--- src/rtl/bus_resp_pkg.sv ---
// ============================================================================
// bus_resp_pkg : shared types and helpers for the bus default responder
// Revision 1.0 : initial release
// ============================================================================
`default_nettype none

package bus_resp_pkg;

  typedef enum logic [1:0] {
    IDLE = 2'd0,
    WAIT = 2'd1,
    RESP = 2'd2,
    HOLD = 2'd3
  } resp_state_e;

  localparam int unsigned c_fault_cnt_w = 8;

  function automatic logic exempt_match(
    input logic [31:0] adr,
    input logic [31:0] base,
    input logic [31:0] mask
  );
    return (adr & mask) == (base & mask);
  endfunction

endpackage

`default_nettype wire

--- src/rtl/bus_fault_capture.sv ---
// ============================================================================
// bus_fault_capture : sticky first-fault latch plus saturating fault counter
// Revision 1.0 : initial release
// ============================================================================
`default_nettype none

module bus_fault_capture
  import bus_resp_pkg::*;
(
  input  logic                     clk_i,
  input  logic                     rst_ni,
  input  logic                     event_i,
  input  logic [31:0]              adr_i,
  input  logic                     we_i,
  input  logic                     clr_i,
  output logic                     fault_o,
  output logic [31:0]              fault_adr_o,
  output logic                     fault_we_o,
  output logic [c_fault_cnt_w-1:0] fault_cnt_o
);

  localparam logic [c_fault_cnt_w-1:0] c_cnt_max = '1;

  logic                     r_fault;
  logic [31:0]              r_adr;
  logic                     r_we;
  logic [c_fault_cnt_w-1:0] r_cnt;

  // A fault arriving together with clr_i starts a fresh record.
  always_ff @(posedge clk_i or negedge rst_ni) begin
    if (!rst_ni) begin
      r_fault <= 1'b0;
      r_adr   <= 32'd0;
      r_we    <= 1'b0;
      r_cnt   <= '0;
    end else if (event_i) begin
      if (clr_i) begin
        r_cnt <= c_fault_cnt_w'(1);
      end else if (r_cnt != c_cnt_max) begin
        r_cnt <= r_cnt + c_fault_cnt_w'(1);
      end
      if (clr_i || !r_fault) begin
        r_fault <= 1'b1;
        r_adr   <= adr_i;
        r_we    <= we_i;
      end
    end else if (clr_i) begin
      r_fault <= 1'b0;
      r_adr   <= 32'd0;
      r_we    <= 1'b0;
      r_cnt   <= '0;
    end
  end

  assign fault_o     = r_fault;
  assign fault_adr_o = r_adr;
  assign fault_we_o  = r_we;
  assign fault_cnt_o = r_cnt;

endmodule

`default_nettype wire

--- src/rtl/bus_default_responder.sv ---
// ============================================================================
// bus_default_responder : terminates unclaimed Wishbone strobes (ack or err)
// Revision 1.0 : initial release
// ============================================================================
`default_nettype none

module bus_default_responder
  import bus_resp_pkg::*;
#(
  parameter logic [7:0]  pDecodeDelay = 8'd4,
  parameter logic [31:0] pExemptAdr   = 32'hFFDCFFE0,
  parameter logic [31:0] pExemptMask  = 32'hFFFFFFF0,
  parameter logic [31:0] pExemptData  = 32'h00000000
) (
  input  logic        clk_i,
  input  logic        rst_ni,
  input  logic        cyc_i,
  input  logic        stb_i,
  input  logic        we_i,
  input  logic [31:0] adr_i,
  input  logic        claimed_i,
  output logic        ack_o,
  output logic        err_o,
  output logic [31:0] dat_o,
  input  logic        clr_i,
  output logic        fault_o,
  output logic [31:0] fault_adr_o,
  output logic        fault_we_o,
  output logic [7:0]  fault_cnt_o
);

  resp_state_e r_state, w_state_nxt;
  logic [7:0]  r_cnt, w_cnt_nxt;
  logic        r_ack, w_ack_nxt;
  logic        r_err, w_err_nxt;
  logic [31:0] r_dat, w_dat_nxt;
  logic        w_capture;
  logic        w_req;
  logic        w_exempt;

  assign w_req    = cyc_i & stb_i & ~claimed_i;
  assign w_exempt = exempt_match(adr_i, pExemptAdr, pExemptMask);

  always_ff @(posedge clk_i or negedge rst_ni) begin
    if (!rst_ni) begin
      r_state <= IDLE;
      r_cnt   <= 8'd0;
      r_ack   <= 1'b0;
      r_err   <= 1'b0;
      r_dat   <= 32'd0;
    end else begin
      r_state <= w_state_nxt;
      r_cnt   <= w_cnt_nxt;
      r_ack   <= w_ack_nxt;
      r_err   <= w_err_nxt;
      r_dat   <= w_dat_nxt;
    end
  end

  always_comb begin
    w_state_nxt = r_state;
    w_cnt_nxt   = r_cnt;
    w_ack_nxt   = 1'b0;
    w_err_nxt   = 1'b0;
    w_dat_nxt   = 32'd0;
    w_capture   = 1'b0;
    case (r_state)
      IDLE: begin
        if (w_req) begin
          w_state_nxt = WAIT;
          w_cnt_nxt   = 8'd1;
        end
      end
      WAIT: begin
        // Losing the request here means a slave or the master took over.
        if (!w_req) begin
          w_state_nxt = IDLE;
        end else if (r_cnt < pDecodeDelay) begin
          w_cnt_nxt = r_cnt + 8'd1;
        end else begin
          w_state_nxt = RESP;
          if (w_exempt) begin
            w_ack_nxt = 1'b1;
            w_dat_nxt = pExemptData;
          end else begin
            w_err_nxt = 1'b1;
            w_capture = 1'b1;
          end
        end
      end
      RESP: begin
        w_state_nxt = cyc_i ? HOLD : IDLE;
      end
      HOLD: begin
        if (!cyc_i || !stb_i) begin
          w_state_nxt = IDLE;
        end
      end
      default: begin
        w_state_nxt = IDLE;
      end
    endcase
  end

  bus_fault_capture u_capture (
    .clk_i       (clk_i),
    .rst_ni      (rst_ni),
    .event_i     (w_capture),
    .adr_i       (adr_i),
    .we_i        (we_i),
    .clr_i       (clr_i),
    .fault_o     (fault_o),
    .fault_adr_o (fault_adr_o),
    .fault_we_o  (fault_we_o),
    .fault_cnt_o (fault_cnt_o)
  );

  assign ack_o = r_ack;
  assign err_o = r_err;
  assign dat_o = r_dat;

  a_delay_legal : assert property (@(posedge clk_i) pDecodeDelay != 8'd0);

endmodule

`default_nettype wire
--- config.mk ---
export PLATFORM = sky130hd
export DESIGN_NAME = bus_default_responder
export DESIGN_NICKNAME = d
export VERILOG_FILES = /design/src/rtl/bus_resp_pkg.sv /design/src/rtl/bus_fault_capture.sv /design/src/rtl/bus_default_responder.sv
export SDC_FILE = /design/constraint.sdc
export NUM_CORES = 1
export LEC_CHECK = 0
export CORE_MARGIN = 2
export CORE_UTILIZATION = 46
export DETAILED_ROUTE_END_ITERATION = 8
export DONT_BUFFER_PORTS = 1
export GPL_ROUTABILITY_DRIVEN = 0
export PLACE_DENSITY_LB_ADDON = 0.25
export SLEW_MARGIN = 20
export SYNTH_ARGS = -nofsm -noshare
export SYNTH_HDL_FRONTEND = slang
export SYNTH_SLANG_ARGS = --single-unit
--- constraint.sdc ---
create_clock -name clk_i -period 4.46 [get_ports clk_i]
set_input_delay 0.446 -clock clk_i [delete_from_list [all_inputs] [get_ports clk_i]]
set_output_delay 0.446 -clock clk_i [all_outputs]
set_load 0.005 [all_outputs]
==> results of run 1 <==
-- cell families after synthesis --
logic type / count (synthesis) / synth area share (%)
AOI/OAI and AO/OA: 57 / 18.0
buffers and inverters: 46 / 12.4
and+or+nand+nor: 49 / 12.1
muxes: 3 / 1.33
other: 1 / 0.153
DFF: 54 / 55.0
adders and majority gates: 2 / 1.02
-- routing by layer --
layer	GRT usage, %	up-vias	share of wire (%)
li1	-	709	-
met2	25.8	58	49
met3	5.41	2	6.9
met1	22.1	782	44
met5	0	-	0
met4	3.21	0	0.36
-- report_power, final --
part,leakage [nW],switching (W),total (W),internal [W]
Clock,0.0383,0.000144,0.000252,0.000109
Combinational,0.391,0.0000294,0.0000410,0.0000116
Sequential,0.749,0.00000406,0.000498,0.000494
Total,1.18,0.000177,0.000791,0.000614
-- through the flow --
step                setup slack [ns]  area, µm²
CTS                             1.91       2490
floorplan                       2.35       2570
global route                    1.71       2490
finish                          1.91       2490
global placement                1.77       2390
detailed placement              1.72       2390
-- worst reg2reg max path: cells and delay by family, from the launching register on --
kind	cells	cell delay [ns]
buffers and inverters	1	0.35
AO/OA/AOI/OAI	4	1.48
AND/OR/NAND/NOR	1	0.24
flip-flops	1	0.41
-- cell usage after synthesis --
master and count:
dfrtp_1 54, nand4bb_4 1, inv_1 6, a21oi_1 9, nor2b_1 7, a22o_1 33, conb_1 1, nand4b_1 2
o21ai_0 5, nand4bb_1 1, nand2_1 7, nor4_1 1, buf_6 1, o41ai_1 1, and4_1 1, o31ai_1 3
a21o_1 2, and2b_1 1, o21a_1 1, nor4b_1 1, a311o_1 1, nor3_1 4, mux2_2 2, or4_1 4
ha_1 2, buf_2 3, nand4_1 5, buf_4 32, o221a_2 1, nand3_1 4, mux2i_1 1, clkbuf_1 4
nor2_1 10, a22oi_1 1
-- state kept, by name (all words and copies together) (netlist names) --
signal	cells
u_capture.fault_adr_o	32
r_cnt	8
u_capture.fault_cnt_o	8
r_state	2
ack_o	1
err_o	1
u_capture.fault_o	1
u_capture.fault_we_o	1
-- layout make-up --
type | count | area [µm²] | share of cell area (%)
sequential | 54 | 1350 | 54.2
multi-input combinational | 143 | 921 | 36.9
tap | 70 | 87.6 | 3.51
clock buffer | 7 | 76.3 | 3.06
timing repair buffer | 2 | 35.0 | 1.40
inverter | 6 | 22.5 | 0.903
-- final timing paths --
kind	end	slack, ns	depth (start not counted)
max	u_capture.fault_adr_o[26]$_DFFE_PN0P_	1.91	6
min	u_capture.fault_adr_o[23]$_DFFE_PN0P_	-0.006	1
max reg2reg	u_capture.fault_adr_o[26]$_DFFE_PN0P_	1.91	6
min reg2reg	r_cnt[3]$_DFFE_PN0P_	0.51	1
max in group asynchronous	u_capture.fault_adr_o[10]$_DFFE_PN0P_	4.23	1
min in group clk_i	u_capture.fault_cnt_o[4]$_DFFE_PN0P_	0.20	1
-- repair_timing --
action	4_1_cts	5_1_grt
hold buffers	1	0
endpoints found under the setup margin	0	0
buffers inserted	0	0
endpoints found under the hold margin	54	0
==> metrics.txt, run 1 <==
count of unique library cells instantiated by Yosys=34; syn_area_per_cell=11.6 µm²; Worst EP arrival=between 2 and 3 ns; clock skew=0.00778 ns; status=finished with violations; Power Total=around 0.00079 W; Power Density=317 nW/µm²; Synth Cell Area=between 2000 and 2500 µm²; minimum clock period=2.55 ns; Setup crit start kind=flop; Mapped Cells=between 200 and 250; CP cell instances=nand4bb_4 > a311o_1 > a21o_1 > a21oi_2 > buf_4 > a22o_1; fraction of layout cells with a size suffix above 1=under 10%; via/cell ratio=around 5.5; CP max FO=17; max_cap viols=0; row cnt=26; vias in the first global route=about 1400; slew margin rel.=46.7%; clock transition at the registers of the reported paths=approximately 0.09 ns; Fin Hold WS=-0.00553 ns; Die Wd=approximately 77 µm; drt total wl=4.94 mm; Worst Setup SP=r_state[1]$_DFFE_PN0P_; Placed Cells=~270; cell taking the most area after synthesis=dfrtp_1; CTS root buf=clkbuf_8; final slew viol count=0; DR WL/cell=approximately 18 µm; routed vias=approximately 1600; Worst R2R Start=r_state[1]$_DFFE_PN0P_; Ports=roughly 120; Post-Layout Cell Count=between 200 and 300; leakage=around 1.2 nW; initial antenna violation count=0; Buf/Inv on CP=1; share of the synthesized area in the top cell type=55.0%; Max Freq=393 MHz; worst vdd ir=0.235 mV; CP Capture Type=flop; buffer depth of the longest clock path=2; antenna cells=0; RSZ-0062 raised after global routing=false; DRT iter0 DRCs=between 70 and 80; critical path type=reg -> reg; Post-DP HPWL=between 3 and 4 mm; commonest cells after routing, fill and taps aside=dfrtp_1, a22o_1, conb_1; Area contributors post-synth=dfrtp_1, a22o_1, buf_4; setup TNS=0 ns; CP top delay family=compound AO/OA/AOI/OAI gates; Worst Path Required=between 4 and 5 ns; total track usage=16.3%; area delta synth->final=1.58%; violated checks=negative hold slack; flops & latches, synth=54; most common cell after layout, fill and taps aside=dfrtp_1; Remaining Overflow, GRT=0; clock insertion delay at the later pin of the skew report=approximately 0.30 ns; post-synthesis sequential area ratio=around 55%; die area=5940 µm²; Inserted Clock Buffers=5; Layout Nets=about 250; CTS tree=done; IO buf count=0; wire length of the first global-routing pass=7.59 mm; DRC=0; Ys Warns=0; Fillers=490; Core Util, Final=approximately half; final setup fails=0; final antenna-violating net count=0; Resize count post-CTS=0; Worst path max stage delay=roughly 0.64 ns; pin count of the biggest net entering global routing=55; clock sink count=between 50 and 60; worst-margin pin slew=0.800 ns; worst hold path type=in -> async; Die Y=just under 80 µm; Final Hold Viols=10; CP max-delay cell=a21oi_2; H-tree depth=2; Final Cycle Share=57.1%; drt pass-1 iters=4; Initial Util=~48%; core region area=5140 µm²
No activity file was read; power rests on OpenSTA's default activity.
==> run 2: changes to the inputs <==
Clock period 4.46 ns to 2.5 ns, I/O delays scaled along.
==> run 2 against run 1 <==
The run now ends clean. Cell count up 2.5%. First-iteration DRC count up 100%. Sequential cell count unchanged. Clock power up 100%. Highest routed layer unchanged. Sequential power up 78%. Fmax up 18%. Core utilization up 1.3 points. Die area unchanged. Register-to-register slack worse by 1.6 ns. Critical endpoint is now u_capture.fault_cnt_o[5]$_DFFE_PN0P_. Cell area up 2.6%. Worst hold slack better by 0.059 ns. Total power up 88%.
==> metrics.txt, run 2 (synthesis results as in run 1) <==
status=finished clean; area delta synth->final=4.23%; Resize count post-CTS=0 (unchanged); Flop pwr share=59.8% (-3.1 points); Fillers=487 (-0.61%); setup TNS=0 ns (unchanged); Remaining Overflow, GRT=0 (unchanged); total track usage=17.3% (+1.1 points); Final Cycle Share=86.3% (+29 points); clock skew=0.0140 ns (+0.00623 ns); routed vias=1582 (+2.0%); die area=5940 µm² (unchanged); H-tree depth=2 (unchanged); CTS tree=done; Power Density=580 nW/µm² (+83%); Initial Util=47.8% (unchanged); Reg area=1350 µm² (unchanged); initial antenna violation count=0 (unchanged); worst vdd ir=0.316 mV (+34%); max_cap viols=0 (unchanged); internal power=0.00111 W (+80%); Worst path max stage delay=0.42 ns (-0.22 ns); most common cell after layout, fill and taps aside=dfrtp_1; Worst Path Required=2.71 ns (-1.98 ns); core region area=5140 µm² (unchanged); sw frac=25.4% (+3.0 points); CP top delay family=compound AO/OA/AOI/OAI gates; pin count of the biggest net entering global routing=55 (unchanged); wire length of the first global-routing pass=8.01 mm (+5.5%); vias in the first global route=1468 (+2.7%); CP max FO=13 (-4); fraction of layout cells with a size suffix above 1=8.68% (+2.5 points); final antenna-violating net count=0 (unchanged); DR WL/cell=17.7 µm (+0.84%); Setup Fix Bufs, Post-CTS=0 (unchanged); final setup fails=0 (unchanged); multi-input logic area=920 µm² (-0.14%); Layout Nets=259 (+2.4%); Final Hold Viols=0 (-10); commonest cells after routing, fill and taps aside=dfrtp_1, a22o_1, conb_1; final slew viol count=0 (unchanged); Post-DP HPWL=3.62 mm (+0.54%); Max Freq=463 MHz (+18%); Die Wd=77.1 µm (unchanged); worst hold path type=in -> reg; Power Total=0.00148 W (+88%); Post-CTS Hold Fix Bufs=3 (+2); leakage=1.21 nW (+2.6%); minimum clock period=2.16 ns (-0.388 ns); CP max-delay cell=dfrtp_1; antenna cells=0 (unchanged); row cnt=26 (unchanged); Inserted Clock Buffers=5 (unchanged); CP cell instances=nand4bb_4 > a311o_1 > a21o_1 > nor4b_1 > mux2_2; Buf/Inv on CP=0 (-1); buffer depth of the longest clock path=2 (unchanged); clock sink count=54 (unchanged); DRT iter0 DRCs=157 (+100%); IO buf count=0 (unchanged); RSZ-0062 raised after global routing=false; CTS root buf=clkbuf_8; DRC=0 (unchanged); Worst EP arrival=2.37 ns (-0.41 ns); Die Y=77.1 µm (unchanged); clock insertion delay at the later pin of the skew report=0.32 ns (+0.02 ns); Clk pwr share=34.7% (+2.8 points); drt total wl=5.11 mm (+3.3%); drt pass-1 iters=4 (unchanged); Combinational Power Share=5.5% (+0.3 points); Largest register FFs=32 (unchanged); Switch Pwr=0.000377 W (+110%); critical path type=reg -> reg; clock transition at the registers of the reported paths=0.11 ns (+0.02 ns); Ports=115 (unchanged); via/cell ratio=5.47 (-0.47%); CP Capture Type=flop; Setup crit start kind=flop
run 2: cell count changes in the layout (fill, tap and decap cells not counted), sizes merged:
cell	previous run	this run
dlygate4sd3	0	2
clkinvlp	0	2
inv	6	7
buf	2	6
clkbuf	7	5
run 2: stage by stage:
step | worst slack (ns) | util (%) | hold slack, ns | area, µm² | std cells
floorplan | 0.474 | - | -0.0456 | 2570 | 243
CTS | 0.342 | 49.8 | 0.0470 | 2560 | 289
detailed placement | 0.338 | 47.1 | -0.0441 | 2420 | 278
global placement | 0.400 | 47.1 | -0.0444 | 2420 | 278
global route | 0.258 | 49.8 | 0.0368 | 2560 | 289
finish | 0.342 | 49.8 | 0.0535 | 2560 | 289
run 2: final timing paths:
| kind | end | slack (ns) | cells past startpoint | startpoint |
|---|---|---|---|---|
| worst min-delay path | u_capture.fault_adr_o[22]$_DFFE_PN0P_ | 0.05 | 1 | adr_i[22] |
| worst max-delay path | u_capture.fault_cnt_o[5]$_DFFE_PN0P_ | 0.34 | 5 | r_state[1]$_DFFE_PN0P_ |
| worst min register to register | r_state[0]$_DFFE_PN0P_ | 0.50 | 1 | r_state[0]$_DFFE_PN0P_ |
| worst max register to register | u_capture.fault_cnt_o[5]$_DFFE_PN0P_ | 0.34 | 5 | r_state[1]$_DFFE_PN0P_ |
| min in group asynchronous | u_capture.fault_adr_o[20]$_DFFE_PN0P_ | 0.43 | 2 | rst_ni |
| max in group asynchronous | u_capture.fault_adr_o[15]$_DFFE_PN0P_ | 1.81 | 2 | rst_ni |
run 2: area by class of cell:
cell class | count | area share (%)
Clock buffer | 5 | 2.69
Inverter | 6 | 0.880
Clock inverter | 3 | 0.929
Sequential cell | 54 | 52.8
Multi-Input combinational cell | 143 | 35.9
Timing Repair Buffer | 8 | 3.33
Tap cell | 70 | 3.42
run 2: power by group through the flow:
stage	clock network, W	logic (W)	registers, W
2_1_floorplan	0	0.0000827	0.000904
3_3_place_gp	0	0.0000537	0.000905
3_5_place_dp	0	0.0000546	0.000905
4_1_cts	0.000520	0.0000814	0.000888
5_1_grt	0.000557	0.0000944	0.000889
6_report	0.000515	0.0000816	0.000888
run 2: metal layers:
metal / vias up / share of wire, % / GRT usage (%)
met4: 0 / 1.9 / 5.18
met2: 62 / 46 / 25.0
met3: 8 / 8.2 / 7.29
met1: 792 / 44 / 24.0
met5: - / 0 / 0
li1: 720 / - / -
==> run 3: changes to the inputs <==
Settings changed: ABC_AREA from default to 1.
==> run 3 against run 2 <==
Synthesized cell count up 68%. Combinational power grew to 2.8 times the previous value. Sequential share of layout area down 6.5 points. Highest routed layer unchanged.
==> metrics.txt, run 3 <==
final antenna-violating net count=0 (unchanged); die area=6900 µm² (+16%); post-synthesis sequential area ratio=47.0% (-8.0 points); IO buf count=0 (unchanged); Worst R2R Start=r_cnt[6]$_DFFE_PN0P_; most frequent cell after synthesis=nand2_1; worst hold path type=in -> reg; Final Hold Viols=0 (unchanged); clock skew=0.0107 ns (-0.00336 ns); commonest cells after routing, fill and taps aside=nand2_1, nand3_1, dfrtp_1; most common cell after layout, fill and taps aside=nand2_1; Area contributors post-synth=dfrtp_1, nand3_1, nand2_1; Setup Fix Bufs, Post-CTS=0 (unchanged); Inserted Clock Buffers=5 (unchanged); area delta synth->final=1.48%; syn_area_per_cell=8.07 µm² (-30%); core region area=5990 µm² (+17%); antenna cells=0 (unchanged); Max Freq=536 MHz (+16%); worst-margin pin slew=0.685 ns; Ys Warns=0 (unchanged); share of the synthesized area in the top cell type=47.0% (-8.0 points); DRC=0 (unchanged); Setup crit start kind=flop; beginning of the worst hold path=adr_i[6]; number of enable flip-flop cells after synthesis=0 (unchanged); wire length of the first global-routing pass=10.4 mm (+29%); Resize count post-CTS=0 (unchanged); status=finished clean; CP max FO=33 (+20); Post-CTS Hold Fix Bufs=2 (-1); buffer depth of the longest clock path=2 (unchanged); Placed Cells=418 (+50%); RSZ-0062 raised after global routing=false; prevailing post-synth register cell=dfrtp_1; clock transition at the registers of the reported paths=0.10 ns (about the same); Layout Nets=393 (+52%); path depth of the worst reg2reg path=7 (+2); CTS tree=done; Synth Cell Area=2870 µm² (+17%); CTS root buf=clkbuf_8; setup TNS=0 ns (unchanged); DR WL/cell=14.4 µm (-18%); critical path type=reg -> reg; row cnt=28 (+7.7%); Fillers=608 (+25%); pin count of the biggest net entering global routing=55 (unchanged); multi-input logic area=1220 µm² (+32%); DRT iter0 DRCs=60 (-62%); drt total wl=6.18 mm (+21%); Post-Layout Cell Count=428 (+48%); Final Cycle Share=74.6% (-12 points); slew margin rel.=a little over half; Remaining Overflow, GRT=0 (unchanged); Post-DP HPWL=4.37 mm (+21%); flops & latches, synth=54 (unchanged); CP Capture Type=flop; final setup fails=0 (unchanged); most frequent cells after synthesis=nand2_1, nand3_1, dfrtp_1, buf_4, nor2_1; Initial Util=48.0% (+0.21 points); vias in the first global route=2102 (+43%); initial antenna violation count=0 (unchanged); reg-to-reg setup timing slack=0.64 ns (+0.29 ns); via/cell ratio=5.10 (-6.8%); Reg area=1350 µm² (unchanged); max_cap viols=0 (unchanged); Die Y=83.0 µm (+7.8%); Reg-to-Reg End=u_capture.fault_adr_o[10]$_DFFE_PN0P_; total track usage=18.3% (+0.94 points); cell taking the most area after synthesis=dfrtp_1; clock insertion delay at the later pin of the skew report=0.30 ns (-0.02 ns); ys async rst share=100% (unchanged); minimum clock period=1.86 ns (-0.294 ns); Worst Path Required=2.69 ns (-0.02 ns); Mapped Cells=356 (+68%); worst hold path endpoint=u_capture.fault_adr_o[6]$_DFFE_PN0P_; worst hold path depth=2 (+1); count of unique library cells instantiated by Yosys=30 (-12%); Worst EP arrival=2.05 ns (-0.32 ns); Die Wd=83.0 µm (+7.8%); drt pass-1 iters=4 (unchanged); Ports=115 (unchanged); routed vias=2184 (+38%); worst vdd ir=0.394 mV (+25%); H-tree depth=2 (unchanged); final slew viol count=0 (unchanged); Power Density=614 nW/µm² (+5.9%); fraction of layout cells with a size suffix above 1=5.38% (-3.3 points); clock sink count=54 (unchanged); Largest register FFs=32 (unchanged); leakage=1.56 nW (+29%)
[run 3: cell count changes after synthesis, sizes merged, moves of 7 or more]
cell	before	now
nand3	4	82
nand2	7	92
a22o	33	0
nor2b	7	0
nor2	10	35
inv	6	23
[run 3: layout make-up]
class                           instances  share of cell area [%]
Clock buffer                            7                    2.62
Clock inverter                          1                    1.03
Inverter                               24                    3.26
Multi-Input combinational cell        263                    41.7
Sequential cell                        54                    46.3
Tap cell                               75                    3.22
Timing Repair Buffer                    4                    1.80
[run 3: cells by family (layout without fill, tap and decap cells)]
logic type,Yosys count,after routing,share of synthesized area (%)
simple gates,218,218,34.7
compound gates,9,9,1.96
xor+xnor,2,2,0.610
flops,54,54,47.0
other cells,1,32,0.130
buf+inv,70,36,14.7
fa+ha+maj,2,2,0.871
[run 3: routing by layer]
layer | GRT usage (%) | part of all wire, % | up-vias | wire, µm
met5 | 0 | 0 | - | 0
met4 | 3.28 | 0.63 | 0 | 39
met2 | 29.3 | 47 | 80 | 2900
met3 | 6.86 | 7.7 | 4 | 473
li1 | - | - | 1079 | -
met1 | 24.0 | 45 | 1021 | 2760
[run 3: how the worst max path moves through the flow]
| stage | cells past startpoint | from | slack, ns | endpoint |
|---|---|---|---|---|
| after floorplan | 8 | u_capture.fault_cnt_o[1]$_DFFE_PN0P_ | 1.16 | u_capture.fault_cnt_o[5]$_DFFE_PN0P_ |
| after global placement | 7 | r_cnt[2]$_DFFE_PN0P_ | 0.68 | u_capture.fault_adr_o[18]$_DFFE_PN0P_ |
| after detailed placement | 7 | r_cnt[6]$_DFFE_PN0P_ | 0.63 | u_capture.fault_adr_o[25]$_DFFE_PN0P_ |
| after CTS | 7 | r_cnt[6]$_DFFE_PN0P_ | 0.60 | u_capture.fault_adr_o[25]$_DFFE_PN0P_ |
| after global routing | 7 | r_cnt[6]$_DFFE_PN0P_ | 0.39 | u_capture.fault_adr_o[3]$_DFFE_PN0P_ |
| final | 7 | r_cnt[6]$_DFFE_PN0P_ | 0.64 | u_capture.fault_adr_o[10]$_DFFE_PN0P_ |
[run 3: critical path: stages, from the launching register on]
cell and delay [ns]:
dfrtp_1 0.35, nor2_1 0.05, nand3_1 0.14, nand2_1 0.16, nor2_8 0.16, nand3_2 0.55
nand3_1 0.26, nand2_1 0.07
[run 3: metrics by stage]
step	setup WS [ns]	instance area, µm²	hold WS, ns	power, W	util, %
2_1_floorplan	1.16	2990	-0.0456	0.00120	-
3_3_place_gp	0.678	2770	-0.0441	0.00120	46.3
3_5_place_dp	0.630	2770	-0.0438	0.00121	46.3
4_1_cts	0.596	2920	0.0751	0.00181	48.7
5_1_grt	0.388	2920	0.0716	0.00189	48.7
6_report	0.636	2920	0.0795	0.00179	48.7
[run 3: power by group]
| group | internal [W] | total (W) | switching (W) |
|---|---|---|---|
| clock | 0.000300 | 0.000578 | 0.000277 |
| combinational | 0.0000699 | 0.000230 | 0.000160 |
| sequential | 0.000932 | 0.000984 | 0.0000515 |
